## config.mk

```make
export PLATFORM = sky130hd
export DESIGN_NAME = mips_data_bus_bridge
export DESIGN_NICKNAME = d
export VERILOG_FILES = /design/src/rtl/mips_data_bus_bridge.sv
export SDC_FILE = /design/constraint.sdc
export NUM_CORES = 1
export LEC_CHECK = 0
export CORE_MARGIN = 2
export CORE_UTILIZATION = 43
export CTS_BUF_LIST = sky130_fd_sc_hd__clkbuf_4 sky130_fd_sc_hd__clkbuf_8
export DETAILED_ROUTE_END_ITERATION = 8
export GPL_ROUTABILITY_DRIVEN = 0
export PLACE_DENSITY = 0.78
export RECOVER_POWER = 100
export SYNTH_ARGS = -nofsm -noshare
export SYNTH_HDL_FRONTEND = slang
export SYNTH_SLANG_ARGS = --single-unit
```

## constraint.sdc

```tcl
create_clock -name clk -period 2 [get_ports clk]
set_input_delay 0.3 -clock clk [delete_from_list [all_inputs] [get_ports clk]]
set_output_delay 0.3 -clock clk [all_outputs]
set_load 0.02 [all_outputs]
```

## src/rtl/mips_data_bus_bridge.sv

```systemverilog
// ---------------------------------------------------------------------------
// mips_data_bus_bridge
//
// Connects the data port of the MIPS Harvard core to an external memory bus
// that uses a waitrequest handshake. The core expects a load to finish in the
// same cycle and a store to finish in one cycle. This bridge makes that work
// with a slower bus: it freezes the core through cpu_clk_enable for as long as
// a bus transaction is outstanding. Load data is returned in a register that
// stays stable until the core has consumed it.
//
// Parameters
//   TIMEOUT_CYCLES     number of waitrequest cycles tolerated before the
//                      transaction is abandoned (0 = wait forever)
//   ERR_READDATA       value handed to the core when a load times out
//
// Ports
//   clk                system clock, rising-edge active
//   reset              asynchronous reset, active low
//   clk_enable_in      global enable from the system
//   cpu_clk_enable     enable forwarded to the core's clk_enable
//   cpu_data_read      core load request
//   cpu_data_write     core store request
//   cpu_data_address   core byte address
//   cpu_data_writedata core store data
//   cpu_data_readdata  load data returned to the core (registered)
//   avm_address        word-aligned bus address (registered)
//   avm_read           bus read strobe (registered)
//   avm_write          bus write strobe (registered)
//   avm_writedata      bus write data (registered)
//   avm_byteenable     all lanes enabled while a strobe is high
//   avm_readdata       bus read data
//   avm_waitrequest    bus stall
//   bus_error          sticky timeout / read+write collision flag
// ---------------------------------------------------------------------------
module mips_data_bus_bridge #(
   parameter int          TIMEOUT_CYCLES = 255,
   parameter logic [31:0] ERR_READDATA   = 32'hDEADBEEF
) (
   input  logic        clk,
   input  logic        reset,
   input  logic        clk_enable_in,
   output logic        cpu_clk_enable,
   input  logic        cpu_data_read,
   input  logic        cpu_data_write,
   input  logic [31:0] cpu_data_address,
   input  logic [31:0] cpu_data_writedata,
   output logic [31:0] cpu_data_readdata,
   output logic [31:0] avm_address,
   output logic        avm_read,
   output logic        avm_write,
   output logic [31:0] avm_writedata,
   output logic [3:0]  avm_byteenable,
   input  logic [31:0] avm_readdata,
   input  logic        avm_waitrequest,
   output logic        bus_error
);

   // A timeout of 0 still needs a legal, non-zero counter width.
   localparam int CNT_W = (TIMEOUT_CYCLES > 0) ? $clog2(TIMEOUT_CYCLES + 1) : 1;
   localparam logic [CNT_W-1:0] CNT_MAX   = '1;
   // The abort fires on the wait cycle that brings the count up to
   // TIMEOUT_CYCLES, so it is compared against the count before that increment.
   localparam logic [CNT_W-1:0] LAST_WAIT =
      CNT_W'((TIMEOUT_CYCLES > 0) ? TIMEOUT_CYCLES - 1 : 0);

   typedef enum logic [1:0] {
      ST_IDLE,
      ST_BUS,
      ST_DONE
   } state_t;

   state_t           state_q;
   state_t           state_d;
   logic [CNT_W-1:0] wait_cnt;
   logic             cpu_req;
   logic             accept;
   logic             complete;
   logic             timeout_hit;

   assign cpu_req = cpu_data_read | cpu_data_write;

   // State register.
   always_ff @(posedge clk or negedge reset) begin
      if (!reset) begin
         state_q <= ST_IDLE;
      end else begin
         state_q <= state_d;
      end
   end

   // Next-state logic and the core enable. In IDLE the enable has to drop in
   // the same cycle a request appears. The core's load/store therefore never
   // "completes" on its own, and it stays frozen until DONE. cpu_clk_enable is
   // combinational, so it is also forced low while reset is asserted.
   always_comb begin
      state_d        = state_q;
      cpu_clk_enable = 1'b0;
      accept         = 1'b0;
      complete       = 1'b0;
      timeout_hit    = 1'b0;
      unique case (state_q)
         ST_IDLE: begin
            cpu_clk_enable = clk_enable_in & ~cpu_req;
            if (clk_enable_in && cpu_req) begin
               accept  = 1'b1;
               state_d = ST_BUS;
            end
         end
         ST_BUS: begin
            if (!avm_waitrequest) begin
               complete = 1'b1;
               state_d  = ST_DONE;
            end else if ((TIMEOUT_CYCLES != 0) && (wait_cnt == LAST_WAIT)) begin
               timeout_hit = 1'b1;
               state_d     = ST_DONE;
            end
         end
         ST_DONE: begin
            cpu_clk_enable = clk_enable_in;
            if (clk_enable_in) begin
               state_d = ST_IDLE;
            end
         end
         default: begin
            state_d = ST_IDLE;
         end
      endcase
      if (!reset) begin
         cpu_clk_enable = 1'b0;
      end
   end

   // Bus-side registers. These are loaded when a request is accepted and held
   // for the whole strobe. When read and write arrive together, the write wins
   // and the collision is recorded in bus_error.
   always_ff @(posedge clk or negedge reset) begin
      if (!reset) begin
         avm_address    <= 32'h0;
         avm_writedata  <= 32'h0;
         avm_read       <= 1'b0;
         avm_write      <= 1'b0;
         avm_byteenable <= 4'h0;
      end else if (accept) begin
         avm_address    <= {cpu_data_address[31:2], 2'b00};
         avm_writedata  <= cpu_data_writedata;
         avm_read       <= cpu_data_read & ~cpu_data_write;
         avm_write      <= cpu_data_write;
         avm_byteenable <= 4'hF;
      end else if (complete || timeout_hit) begin
         avm_read       <= 1'b0;
         avm_write      <= 1'b0;
         avm_byteenable <= 4'h0;
      end
   end

   // Load data returned to the core. It changes only when a read completes
   // or times out, so it stays stable for as long as the FSM sits in DONE.
   always_ff @(posedge clk or negedge reset) begin
      if (!reset) begin
         cpu_data_readdata <= 32'h0;
      end else if (complete && avm_read) begin
         cpu_data_readdata <= avm_readdata;
      end else if (timeout_hit && avm_read) begin
         cpu_data_readdata <= ERR_READDATA;
      end
   end

   // Sticky error flag. Only reset can clear it.
   always_ff @(posedge clk or negedge reset) begin
      if (!reset) begin
         bus_error <= 1'b0;
      end else if ((accept && cpu_data_read && cpu_data_write) || timeout_hit) begin
         bus_error <= 1'b1;
      end
   end

   // Wait counter. It saturates instead of wrapping, so that with the timeout
   // disabled a long stall cannot make it fold back. It is cleared when the
   // core consumes the result.
   always_ff @(posedge clk or negedge reset) begin
      if (!reset) begin
         wait_cnt <= '0;
      end else if (state_q == ST_DONE && clk_enable_in) begin
         wait_cnt <= '0;
      end else if (state_q == ST_BUS && avm_waitrequest && wait_cnt != CNT_MAX) begin
         wait_cnt <= wait_cnt + 1'b1;
      end
   end

endmodule

```

Word level (Yosys, flattened, before mapping)

Cells that the tools add are included.

Register bits: 111
Bits of input ports: 102
Output and inout port bits: 104
Logic and storage cells: 60

Add/sub/neg operators: 1
Eq/ne operators: 7
Mux-type cells: 23
Bitwise gates (word level): 5
Reduce and logical (&&, ||, !) cells: 15

Operators with widths:

| operator                                       | number |
|---|---|
| 2-to-1 mux 32 bit                              | 2 |
| 2-to-1 mux 8 bit                               | 2 |
| 2-to-1 mux 1 bit                               | 11 |
| adder 8 x 1 -> 8 bit (second input constant)   | 1 |
| == test 8 bit (second input constant)          | 1 |
| logical AND 1 bit                              | 8 |
| 2-to-1 mux 2 bit                               | 4 |
| 2-to-1 mux 4 bit                               | 2 |
| inequality test 8 bit (second input constant)  | 1 |
| one-hot mux 2 bit (3 select lines)             | 1 |
| nonzero test 2 bit                             | 3 |
| inequality test 2 bit (second input constant)  | 2 |
| inequality test 3 bit (second input constant)  | 1 |
| AND reduction 3 bit                            | 1 |
| AND 1 bit                                      | 2 |
| == test 2 x 1 -> 1 bit (second input constant) | 1 |
| == test 2 bit (second input constant)          | 1 |
| logical NOT 2 bit                              | 1 |
| logical OR 1 bit                               | 2 |
| NOT 1 bit                                      | 2 |
| one-hot mux 1 bit (2 select lines)             | 1 |
| bitwise OR 1 bit                               | 1 |

Logic depth before layout (Yosys ltp)

Gate-level depths: netlist of the first run.

Depth after elaboration: 7
Mapped depth: 6
Depth with buffers taken out: 5

Worst setup path after synthesis of the first run

OpenSTA, ideal clock, no wires.

Path kind: flip-flop to output port
From: register state_q[1]
To: output cpu_clk_enable
Data arrival time: 1280 ps
Required time: 1700 ps
Slack: 420 ps
Cell stages (with the launch flop): 4
Buffers on the path: 1
Path through: dfrtp_1 buf_2 nor2_1 nor4bb_1

Longest elaborated chain between the ends: 3
Elaborated cells on any way between the ends: 4
Classes of those cells: eq/ne (1); mux (2); reduce/logical (1)

RTL lines:

| item                                               | RTL line | text |
|---|---|---|
| start: declaration                                 | 72       | `state_t state_q;` |
| start signal: assignment                           | 87       | `state_q <= state_d;` |
| == test 2 bit or logical NOT 2 bit (tied branches) | 101      | `unique case (state_q)` |
| one-hot mux 1 bit (2 select lines) (*)             | 101      |  |
| 2-to-1 mux 1 bit (*)                               | 128      | `if (!reset) begin` |
| end: declaration                                   | 42       | `output logic cpu_clk_enable,` |

Every way passes the cells marked *; elsewhere a longest branch is shown, timed or not.

Final worst setup path of the first run

From: register state_q[1]
To: register cpu_data_readdata[16]

Longest elaborated chain between the ends: 4
Elaborated cells on any way between the ends: 7
Classes of those cells: eq/ne (1); mux (3); reduce/logical (3)

RTL lines:

| item                                                    | RTL line | text |
|---|---|---|
| == test 2 x 1 -> 1 bit (*)                              | 101      |  |
| 2-to-1 mux 1 bit                                        | 101      |  |
| logical AND 1 bit (on tied branches)                    | 161, 163 |  |
| 2-to-1 mux 32 bit or nonzero test 2 bit (tied branches) | -        |  |
| end signal: assignment                                  | 162      | `cpu_data_readdata <= avm_readdata;` |
| end: declaration                                        | 47       | `output logic [31:0] cpu_data_readdata,` |

Marks and branches as above.
A chain may end at the register's enable or synchronous reset.

==> results.sh, run 1 <==
export IMPL_multi_input_comb_area_sq_um=1660
export IMPL_critical_path_startpoint="state_q[1]"
export IMPL_cap_viol_max_count=0
export IMPL_area_sequential_sq_um=2700
export IMPL_criticalPathCategory="reg -> reg"
export IMPL_crit_fanout=24
export IMPL_fill_cells=796
export IMPL_power_per_cell_area_nw_per_um2=1390
export IMPL_post_route_min_period_ns=1.86
export IMPL_floorplan_initialDensity=0.442
export IMPL_max_slew_margin_rel=0.0455
export IMPL_critical_path_reg2reg_startpoint="state_q[1]"
export IMPL_grt_antenna_before_repair=0
export IMPL_detail_route_iter0_violations=210
export IMPL_grt_util_all_layers=0.202
export IMPL_tightestPinTransition_ns=1.43
export IMPL_drc_errors=0
export IMPL_final_setup_viol_count=0
export IMPL_status="finished clean"
export IMPL_die_width_um=107
export IMPL_holdPathStages=1
export IMPL_dieArea_sq_um=11400
export IMPL_post_synth_instance_area_sq_um=4560
export IMPL_fraction_of_registers_with_async_set_or_reset_after_synthesis=1.00
export IMPL_hold_path_class="reg -> reg"
export IMPL_r2r_setup_slack_ns=0.14
export IMPL_drt_wirelength_per_cell_um=16.7
export IMPL_internal_power_uw=6050
export IMPL_wirelength_um=11500
export IMPL_netSwitchingFraction=0.375
export IMPL_cts_max_level=3
export IMPL_rows=37
export IMPL_drive_above_1_share=0.0998
export IMPL_ir_worst_vdd_v=0.000654
export IMPL_min_from="avm_writedata[23]"
export IMPL_total_switching_power_uw=3630
export IMPL_synth_enable_flop_cells=0
export IMPL_grt_setup_unrepaired="no"
export IMPL_antenna_diode_count=0
export IMPL_avgViaCountPerCell=5.13
export IMPL_globalRouteOverflowTotal=0
export IMPL_tritoncts="done"
export IMPL_tritoncts_num_sinks=108
export IMPL_clockBufferDepth=2
export IMPL_clockPowerShare=0.141
export IMPL_tritoncts_num_buffers=9
export IMPL_antenna_violating_nets_post_route=0
export IMPL_synth_sequential_area_ratio=0.592
export IMPL_place_detailed_hpwl_um=8660
export IMPL_seqPwrFrac=0.372
export IMPL_area_growth_syn_to_layout_pct=52.8
export IMPL_hold_slack_ns=0.487
export IMPL_die_height_um=107
export IMPL_postSynthCellCount=334
export IMPL_postCtsHoldBufs=0
export IMPL_final_hold_violation_count=0
export IMPL_power_combinational_fraction=0.487
export IMPL_path_cells="buf_4 > and3b_1 > o22a_1 > o21a_1"
export IMPL_cts_clk_slew_worst_paths_ns=0.11
export IMPL_ys_warnings=0
export IMPL_yosysUniqueCellTypes=47
export IMPL_timing_critical_path_to_type="register"
export IMPL_critPathCapture="cpu_data_readdata[16]"
export IMPL_timing_critical_path_slowest_cell_delay_ns=0.85
export IMPL_synth_area_per_cell_sq_um=13.7
export IMPL_fin_worst_skew_ns=0.0125
export IMPL_cp_start_kind="register"
export IMPL_firstDrtPassIters=4
export IMPL_clockRootBuffer="sky130_fd_sc_hd__clkbuf_8"
export IMPL_timing_final_crit_share=0.932
export IMPL_totalPowerFinal_uw=9670
export IMPL_destination_of_the_worst_register_to_register_timing_path="cpu_data_readdata[16]"
export IMPL_place_port_buffers=201
export IMPL_number_of_pins_exceeding_their_max_slew_limit_in_the_final_report=0
export IMPL_detailroute_via_count=3523
export IMPL_worstRegToRegCells=4
export IMPL_max_freq_ghz=0.537
export IMPL_worst_path_max_delay_cell="sky130_fd_sc_hd__and3b_1"
export IMPL_critical_path_required_ns=2.30
export IMPL_ys_flop_type="sky130_fd_sc_hd__dfrtp_1"
export IMPL_grt_pass1_wl_um=18200
export IMPL_placeableCoreArea_sq_um=10300
export IMPL_io_pin_count=206
export IMPL_p_leak_uw=0.00306
export IMPL_clk_latency_ns=0.36
export IMPL_number_of_setup_buffers_added_after_cts=0
export IMPL_synth_seq_cells=108
export IMPL_timing_critical_path_arrival_ns=2.16
export IMPL_first_global_vias=3609
export IMPL_grt_max_degree=109
export IMPL_final_nets=650
cell families (layout without fill, tap and decap cells):
logic type	count (synthesis)	count (layout)	share of synthesized area
AND/OR/NAND/NOR	38	38	0.0527
buffers and inverters	35	251	0.0458
other	1	2	0.000822
flip-flops	108	108	0.592
AO/OA/AOI/OAI	84	84	0.141
adder cells (fa/ha/maj)	2	2	0.00548
multiplexers	66	66	0.162
worst min path at each step:
| stage | to |
|---|---|
| finish | avm_writedata[23] |
| global route | avm_address[21] |
| CTS | avm_address[11] |
| detailed placement | wait_cnt[3] |
| global placement | wait_cnt[3] |
| floorplan | avm_address[10] |
power groups by stage:
stage	Clock [uW]	Combinational (uW)	Sequential, uW
after global placement	0	5020	3650
after CTS	1400	5140	3660
after global routing	1500	5030	3730
after floorplan	0	1540	4750
after detailed placement	0	5130	3700
final	1360	4710	3600
sequential cells by signal, summed over array words and instances (netlist names):
name / count
avm_address: 30
avm_byteenable: 1
avm_read: 1
avm_write: 1
avm_writedata: 32
bus_error: 1
cpu_data_readdata: 32
state_q: 2
wait_cnt: 8
cell type report:
type,count,share of cell area
Sequential cell,108,0.388
Timing Repair Buffer,224,0.314
Multi-Input combinational cell,192,0.238
Tap cell,136,0.0244
Clock buffer,9,0.0178
Clock inverter,7,0.0122
Inverter,11,0.00592
placed cells by master, fill, tap and decap left out, types with 2 or more instances in the layout:
cell,instances
sky130_fd_sc_hd__a22oi_1,9
sky130_fd_sc_hd__dlygate4sd3_1,101
sky130_fd_sc_hd__nand4_1,2
sky130_fd_sc_hd__o211a_1,2
sky130_fd_sc_hd__nand3b_1,3
sky130_fd_sc_hd__inv_1,11
sky130_fd_sc_hd__inv_6,2
sky130_fd_sc_hd__clkdlybuf4s50_1,98
sky130_fd_sc_hd__mux2_1,48
sky130_fd_sc_hd__nor2_1,3
sky130_fd_sc_hd__buf_12,2
sky130_fd_sc_hd__nor4bb_1,2
sky130_fd_sc_hd__nand3_1,4
sky130_fd_sc_hd__o21ai_0,13
sky130_fd_sc_hd__mux2_2,14
sky130_fd_sc_hd__ha_1,2
sky130_fd_sc_hd__conb_1,2
sky130_fd_sc_hd__clkbuf_1,3
sky130_fd_sc_hd__o22a_1,24
sky130_fd_sc_hd__dfrtp_1,108
sky130_fd_sc_hd__nand2_1,10
sky130_fd_sc_hd__mux2i_1,4
sky130_fd_sc_hd__and3b_1,2
sky130_fd_sc_hd__o21a_1,24
sky130_fd_sc_hd__buf_4,17
sky130_fd_sc_hd__clkbuf_4,2
sky130_fd_sc_hd__clkbuf_8,9
metal layers:
| metal | vias to the layer above | share of wire | track usage |
|---|---|---|---|
| li1 | 1640 | - | - |
| met2 | 147 | 0.51 | 0.349 |
| met5 | - | 0 | 0 |
| met3 | 16 | 0.069 | 0.0413 |
| met4 | 0 | 0.019 | 0.0724 |
| met1 | 1720 | 0.41 | 0.252 |
critical path: cells and delay by family (launching register included):
kind / cells / cell delay (ns)
simple gates: 1 / 0.85
flops: 1 / 0.41
buf+inv: 1 / 0.17
compound gates: 2 / 0.37
cell usage after synthesis, types with 2 or more instances:
cell | instances | area, sq um
sky130_fd_sc_hd__mux2i_1 | 4 | 40.0
sky130_fd_sc_hd__nand3b_1 | 3 | 22.5
sky130_fd_sc_hd__a22oi_1 | 9 | 67.6
sky130_fd_sc_hd__nand3_1 | 4 | 20.0
sky130_fd_sc_hd__o21ai_0 | 13 | 65.1
sky130_fd_sc_hd__nand4_1 | 2 | 12.5
sky130_fd_sc_hd__buf_2 | 11 | 55.1
sky130_fd_sc_hd__o21a_1 | 24 | 180
sky130_fd_sc_hd__buf_4 | 5 | 37.5
sky130_fd_sc_hd__and3b_1 | 2 | 17.5
sky130_fd_sc_hd__mux2_1 | 48 | 541
sky130_fd_sc_hd__nor2_1 | 3 | 11.3
sky130_fd_sc_hd__o22a_1 | 24 | 210
sky130_fd_sc_hd__o211a_1 | 2 | 20.0
sky130_fd_sc_hd__nor4bb_1 | 2 | 20.0
sky130_fd_sc_hd__inv_1 | 11 | 41.3
sky130_fd_sc_hd__ha_1 | 2 | 25.0
sky130_fd_sc_hd__buf_6 | 6 | 67.6
sky130_fd_sc_hd__nand2_1 | 10 | 37.5
sky130_fd_sc_hd__clkbuf_1 | 2 | 7.51
sky130_fd_sc_hd__mux2_2 | 14 | 158
sky130_fd_sc_hd__dfrtp_1 | 108 | 2700
metrics by stage:
stage	setup slack, ns	setup TNS (ns)	utilization	cells	cell area (sq um)
global placement	-0.133	-0.891	0.658	671	6790
global route	0.0189	0	0.675	687	6970
finish	0.137	0	0.675	687	6970
detailed placement	-0.175	-1.73	0.658	671	6790
floorplan	0.420	0	-	335	4570
CTS	0.0955	0	0.678	687	7000
repair_timing:
item | in CTS | in global routing
setup endpoints to repair | 13 | 1
resized for setup | 2 | 3
cloned | 0 | 0
Power figures use the tool's default switching activity.
==> run 2, diff against run 1 <==
CORE_UTILIZATION = 45   (was 43)
DONT_BUFFER_PORTS = 1   (was not set)
PLACE_DENSITY = 0.56   (was 0.78)
==> run 2 against run 1 <==
Non-clock buffer count down 213. Combinational power down 64%. Register-to-register slack better by 0.05 ns. The flow now finishes with violations (negative hold slack). Clock skew down 0.0030 ns. Setup slack better by 0.038 ns. Sequential power up 37%.
==> results.sh, run 2 (synthesized netlist as in run 1, its figures left out) <==
export IMPL_status="finished with violations"
export IMPL_violations="negative hold slack"
export IMPL_drc_errors=0
export IMPL_cp_top_family="flip-flops"
export IMPL_tightestPinTransition_ns=0.892
export IMPL_antenna_violating_nets_post_route=0
export IMPL_final_critical_path_setup_slack_ns=0.175
export IMPL_floorplan_initialDensity=0.465
export IMPL_instance_count_after_placement_with_tap_cells_included=455
export IMPL_place_port_buffers=0
export IMPL_place_area_sq_um=4670
export IMPL_post_place_ws_ns=0.242
export IMPL_final_hold_violation_count=108
export IMPL_tritoncts="done"
export IMPL_cap_viol_max_count=0
export IMPL_max_slew_margin_rel=0.406
export IMPL_critical_path_required_ns=1.70
export IMPL_crit_fanout=12
export IMPL_cts_clk_slew_worst_paths_ns=0.10
export IMPL_drt_wirelength_per_cell_um=19.4
export IMPL_timing_final_crit_share=0.912
export IMPL_firstDrtPassIters=4
export IMPL_antenna_diode_count=0
export IMPL_post_route_min_period_ns=1.82
export IMPL_first_global_vias=2777
export IMPL_place_detailed_hpwl_um=6490
export IMPL_setup_total_negative_slack_ns=0
export IMPL_area_sequential_sq_um=2700
export IMPL_final_area_sq_um=4830
export IMPL_final_cell_count_no_fill=470
export IMPL_dieArea_sq_um=11000
export IMPL_clockBufferDepth=2
export IMPL_fin_worst_skew_ns=0.00941
export IMPL_cts_max_level=3
export IMPL_drive_above_1_share=0.119
export IMPL_final_setup_viol_count=0
export IMPL_worst_path_max_delay_cell="sky130_fd_sc_hd__dfrtp_1"
export IMPL_detail_route_iter0_violations=147
export IMPL_worst_path_buf_inv=1
export IMPL_clk_latency_ns=0.37
export IMPL_cp_start_kind="register"
export IMPL_ir_worst_vdd_v=0.000686
export IMPL_criticalPathCategory="reg -> out"
export IMPL_p_leak_uw=0.00212
export IMPL_timing_critical_path_arrival_ns=1.52
export IMPL_detailroute_via_count=2656
export IMPL_placeableCoreArea_sq_um=9820
export IMPL_globalRouteOverflowTotal=0
export IMPL_grt_setup_unrepaired="no"
export IMPL_area_growth_syn_to_layout_pct=5.79
export IMPL_grt_util_all_layers=0.170
export IMPL_wirelength_um=9100
export IMPL_number_of_pins_exceeding_their_max_slew_limit_in_the_final_report=0
export IMPL_layout_cells_most_common_list="sky130_fd_sc_hd__dfrtp_1, sky130_fd_sc_hd__mux2_1, sky130_fd_sc_hd__o22a_1, sky130_fd_sc_hd__o21a_1"
export IMPL_tritoncts_num_sinks=108
export IMPL_grt_max_degree=110
export IMPL_clockRootBuffer="sky130_fd_sc_hd__clkbuf_8"
export IMPL_biggestRegsByFlops="avm_writedata (32), cpu_data_readdata (32), avm_address (30)"
export IMPL_io_pin_count=206
export IMPL_final_nets=437
export IMPL_max_freq_ghz=0.548
export IMPL_avgViaCountPerCell=5.65
export IMPL_tritoncts_num_buffers=9
export IMPL_post_cts_resized_instances=0
export IMPL_fill_cells=897
export IMPL_die_height_um=105
export IMPL_final_common_cell="sky130_fd_sc_hd__dfrtp_1"
export IMPL_timing_critical_path_slowest_cell_delay_ns=0.54
export IMPL_timing_critical_path_to_type="primary output"
export IMPL_grt_pass1_wl_um=14700
export IMPL_hold_path_class="in -> async"
export IMPL_multi_input_comb_area_sq_um=1650
export IMPL_grt_antenna_before_repair=0
export IMPL_power_per_cell_area_nw_per_um2=1620
export IMPL_rows=36
export IMPL_die_width_um=105
export IMPL_path_cells="nor2_1 > nor4bb_1 > clkbuf_1"
export IMPL_hold_slack_ns=-0.385
export IMPL_fin_util=0.491
run 2: what timing repair did:
| item | in CTS | in global routing |
|---|---|---|
| setup buffers | 0 | 0 |
| endpoints found under the hold margin | 108 | 108 |
| endpoints found under the setup margin | 0 | 0 |
run 2: final timing paths:
check	startpoint	to	slack, ns	cells past startpoint
max in group asynchronous	reset	wait_cnt[3]	2.21	0
worst min-delay path	reset	cpu_data_readdata[15]	-0.39	0
worst max-delay path	state_q[1]	cpu_clk_enable	0.18	3
worst max register to register	state_q[1]	avm_writedata[10]	0.19	4
worst min register to register	wait_cnt[4]	wait_cnt[4]	0.58	1
min in group clk	cpu_data_write	avm_read	0.04	1
run 2: area by class of cell:
class	instances	area share
timing repair buffer	11	0.0189
clock buffer	9	0.0257
inverter	11	0.00856
multi-input combinational	192	0.342
tap	133	0.0345
clock inverter	6	0.0104
sequential	108	0.560
run 2: worst reg2reg max path, cell delays in order, from the launching register on:
cell and delay (ns):
sky130_fd_sc_hd__dfrtp_1 0.50, sky130_fd_sc_hd__nor3b_2 0.26, sky130_fd_sc_hd__and2b_1 0.33, sky130_fd_sc_hd__clkbuf_2 0.27, sky130_fd_sc_hd__mux2_2 0.35
run 2: report_power, final:
group | internal, uW | leakage [uW] | total [uW] | switching (uW)
registers | 3090 | 0.00130 | 4940 | 1840
logic | 981 | 0.000737 | 1690 | 714
clock network | 459 | 0.0000823 | 1200 | 739
run 2: routing by layer:
metal  wire length [um]  vias to the layer above  track usage
li1                   -                     1205            -
met1               3710                     1318        0.210
met2               4410                      122        0.273
met3                812                       11       0.0549
met4                164                        0       0.0743
met5                  0                        -            0
run 2: metrics by stage:
step	power, uW	hold WS, ns
5_1_grt	8320	-0.415
2_1_floorplan	6300	0.00441
3_3_place_gp	6660	0.00703
3_5_place_dp	6750	0.00664
6_report	7830	-0.385
4_1_cts	7970	-0.411
==> run 3, diff against run 2 <==
PLACE_DENSITY = 0.59   (was 0.56)
==> run 3 against run 2 <==
The flow still finishes with violations (negative hold slack). Hold slack better by 0.018 ns. Final area grew 1.2%. Die area stayed put. Power rose by 2.7%. Fmax is 1.1% higher. Non-clock buffer count grew 1. Largest cell class unchanged. Routed wire length up 1.9%. Clock skew shrank 0.00057 ns. Cell count is 0.43% higher. Largest power group unchanged. Sequential share of layout area down 0.67 points. Via count increased by 1.2%.
==> results.sh, run 3 (synthesized netlist as in run 1, its figures left out) <==
export IMPL_violations="negative hold slack"
export IMPL_status="finished with violations"
export IMPL_power_per_cell_area_nw_per_um2=1650
export IMPL_final_setup_viol_count=0
export IMPL_biggestRegsByFlops="avm_writedata (32), cpu_data_readdata (32), avm_address (30)"
export IMPL_io_pin_count=206
export IMPL_ir_worst_vdd_v=0.000757
export IMPL_floorplan_initialDensity=0.465
export IMPL_area_growth_syn_to_layout_pct=7.08
export IMPL_number_of_pins_exceeding_their_max_slew_limit_in_the_final_report=0
export IMPL_detailroute_via_count=2687
export IMPL_cts_clk_slew_worst_paths_ns=0.10
export IMPL_antenna_diode_count=0
export IMPL_dieArea_sq_um=11000
export IMPL_placeableCoreArea_sq_um=9820
export IMPL_post_route_min_period_ns=1.81
export IMPL_setup_total_negative_slack_ns=0
export IMPL_grt_setup_unrepaired="no"
export IMPL_timing_critical_path_arrival_ns=2.04
export IMPL_grt_util_all_layers=0.168
export IMPL_drc_errors=0
export IMPL_final_nets=438
export IMPL_die_height_um=105
export IMPL_tritoncts="done"
export IMPL_drt_wirelength_per_cell_um=19.6
export IMPL_fill_cells=928
export IMPL_clockBufferDepth=2
export IMPL_grt_max_degree=110
export IMPL_place_detailed_hpwl_um=6650
export IMPL_tightestPinTransition_ns=0.920
export IMPL_tritoncts_num_buffers=9
export IMPL_clockRootBuffer="sky130_fd_sc_hd__clkbuf_8"
export IMPL_layout_cells_most_common_list="sky130_fd_sc_hd__dfrtp_1, sky130_fd_sc_hd__mux2_1, sky130_fd_sc_hd__o22a_1, sky130_fd_sc_hd__o21a_1"
export IMPL_multi_input_comb_area_sq_um=1650
export IMPL_number_of_setup_buffers_added_after_cts=0
export IMPL_fin_worst_skew_ns=0.00884
export IMPL_timing_final_crit_share=0.903
export IMPL_max_slew_margin_rel=0.387
export IMPL_cp_start_kind="register"
export IMPL_final_common_cell="sky130_fd_sc_hd__dfrtp_1"
export IMPL_avgViaCountPerCell=5.69
export IMPL_drive_above_1_share=0.127
export IMPL_timing_critical_path_to_type="register"
export IMPL_detail_route_iter0_violations=155
export IMPL_crit_fanout=25
export IMPL_clk_latency_ns=0.35
export IMPL_area_sequential_sq_um=2700
export IMPL_tritoncts_num_sinks=108
export IMPL_die_width_um=105
export IMPL_globalRouteOverflowTotal=0
export IMPL_cap_viol_max_count=0
export IMPL_post_cts_resized_instances=0
export IMPL_first_global_vias=2770
export IMPL_final_critical_path_setup_slack_ns=0.194
export IMPL_hold_path_class="in -> async"
export IMPL_grt_pass1_wl_um=14700
export IMPL_wirelength_um=9270
export IMPL_criticalPathCategory="reg -> reg"
export IMPL_max_freq_ghz=0.554
export IMPL_antenna_violating_nets_post_route=0
export IMPL_place_port_buffers=0
export IMPL_fin_util=0.497
export IMPL_p_leak_uw=0.00216
export IMPL_hold_slack_ns=-0.367
export IMPL_critical_path_required_ns=2.23
export IMPL_firstDrtPassIters=4
export IMPL_post_place_ws_ns=0.253
export IMPL_final_hold_violation_count=108
export IMPL_rows=36
export IMPL_cts_max_level=3
export IMPL_grt_antenna_before_repair=0
-- run 3: cell count changes in the layout (fill, tap and decap cells not counted), sizes merged --
| cell | delta |
|---|---|
| clkinvlp | -1 |
| buf | +2 |
| bufinv | +1 |
-- run 3: final timing paths --
check / startpoint / to / slack, ns / cells past startpoint
max: state_q[0] / avm_writedata[16] / 0.19 / 4
min: reset / cpu_data_readdata[8] / -0.37 / 0
max reg2reg: state_q[0] / avm_writedata[16] / 0.19 / 4
min reg2reg: wait_cnt[4] / wait_cnt[4] / 0.57 / 1
max in group asynchronous: reset / avm_writedata[30] / 2.15 / 0
min in group clk: cpu_data_write / avm_read / 0.04 / 1
-- run 3: metal layers --
layer,global-route usage,vias to the layer above,part of all wire
met5,0,-,0
met3,0.0742,7,0.10
li1,-,1208,-
met2,0.281,140,0.49
met4,0.0457,0,0.010
met1,0.197,1332,0.40
-- run 3: worst max-delay path, stage by stage (launching register included) --
cell	delay (ns)
sky130_fd_sc_hd__dfrtp_1	0.50
sky130_fd_sc_hd__nor3b_2	0.22
sky130_fd_sc_hd__and2b_1	0.37
sky130_fd_sc_hd__buf_12	0.23
sky130_fd_sc_hd__mux2_1	0.35
-- run 3: cell type report --
type,instances,area share
flip-flops and latches,108,0.553
repair buffers,12,0.0236
clock inverters,6,0.0146
inverters,11,0.00845
clock buffers,10,0.0282
well taps,133,0.0341
multi-input cells,192,0.338
-- run 3: metrics by stage --
stage	area, sq um	total power [uW]	hold WS (ns)	std cells
after floorplan	4570	6300	0.00441	335
after global placement	4690	6670	0.00665	456
after detailed placement	4690	6780	0.00676	456
after CTS	4900	8170	-0.396	472
after global routing	4880	8520	-0.405	472
final	4880	8040	-0.367	472
-- run 3: report_power, final --
part	switching (uW)	internal [uW]	leakage, uW
Clock	733	627	0.000105
Combinational	732	1010	0.000750
Sequential	1850	3090	0.00130
Total	3310	4730	0.00216
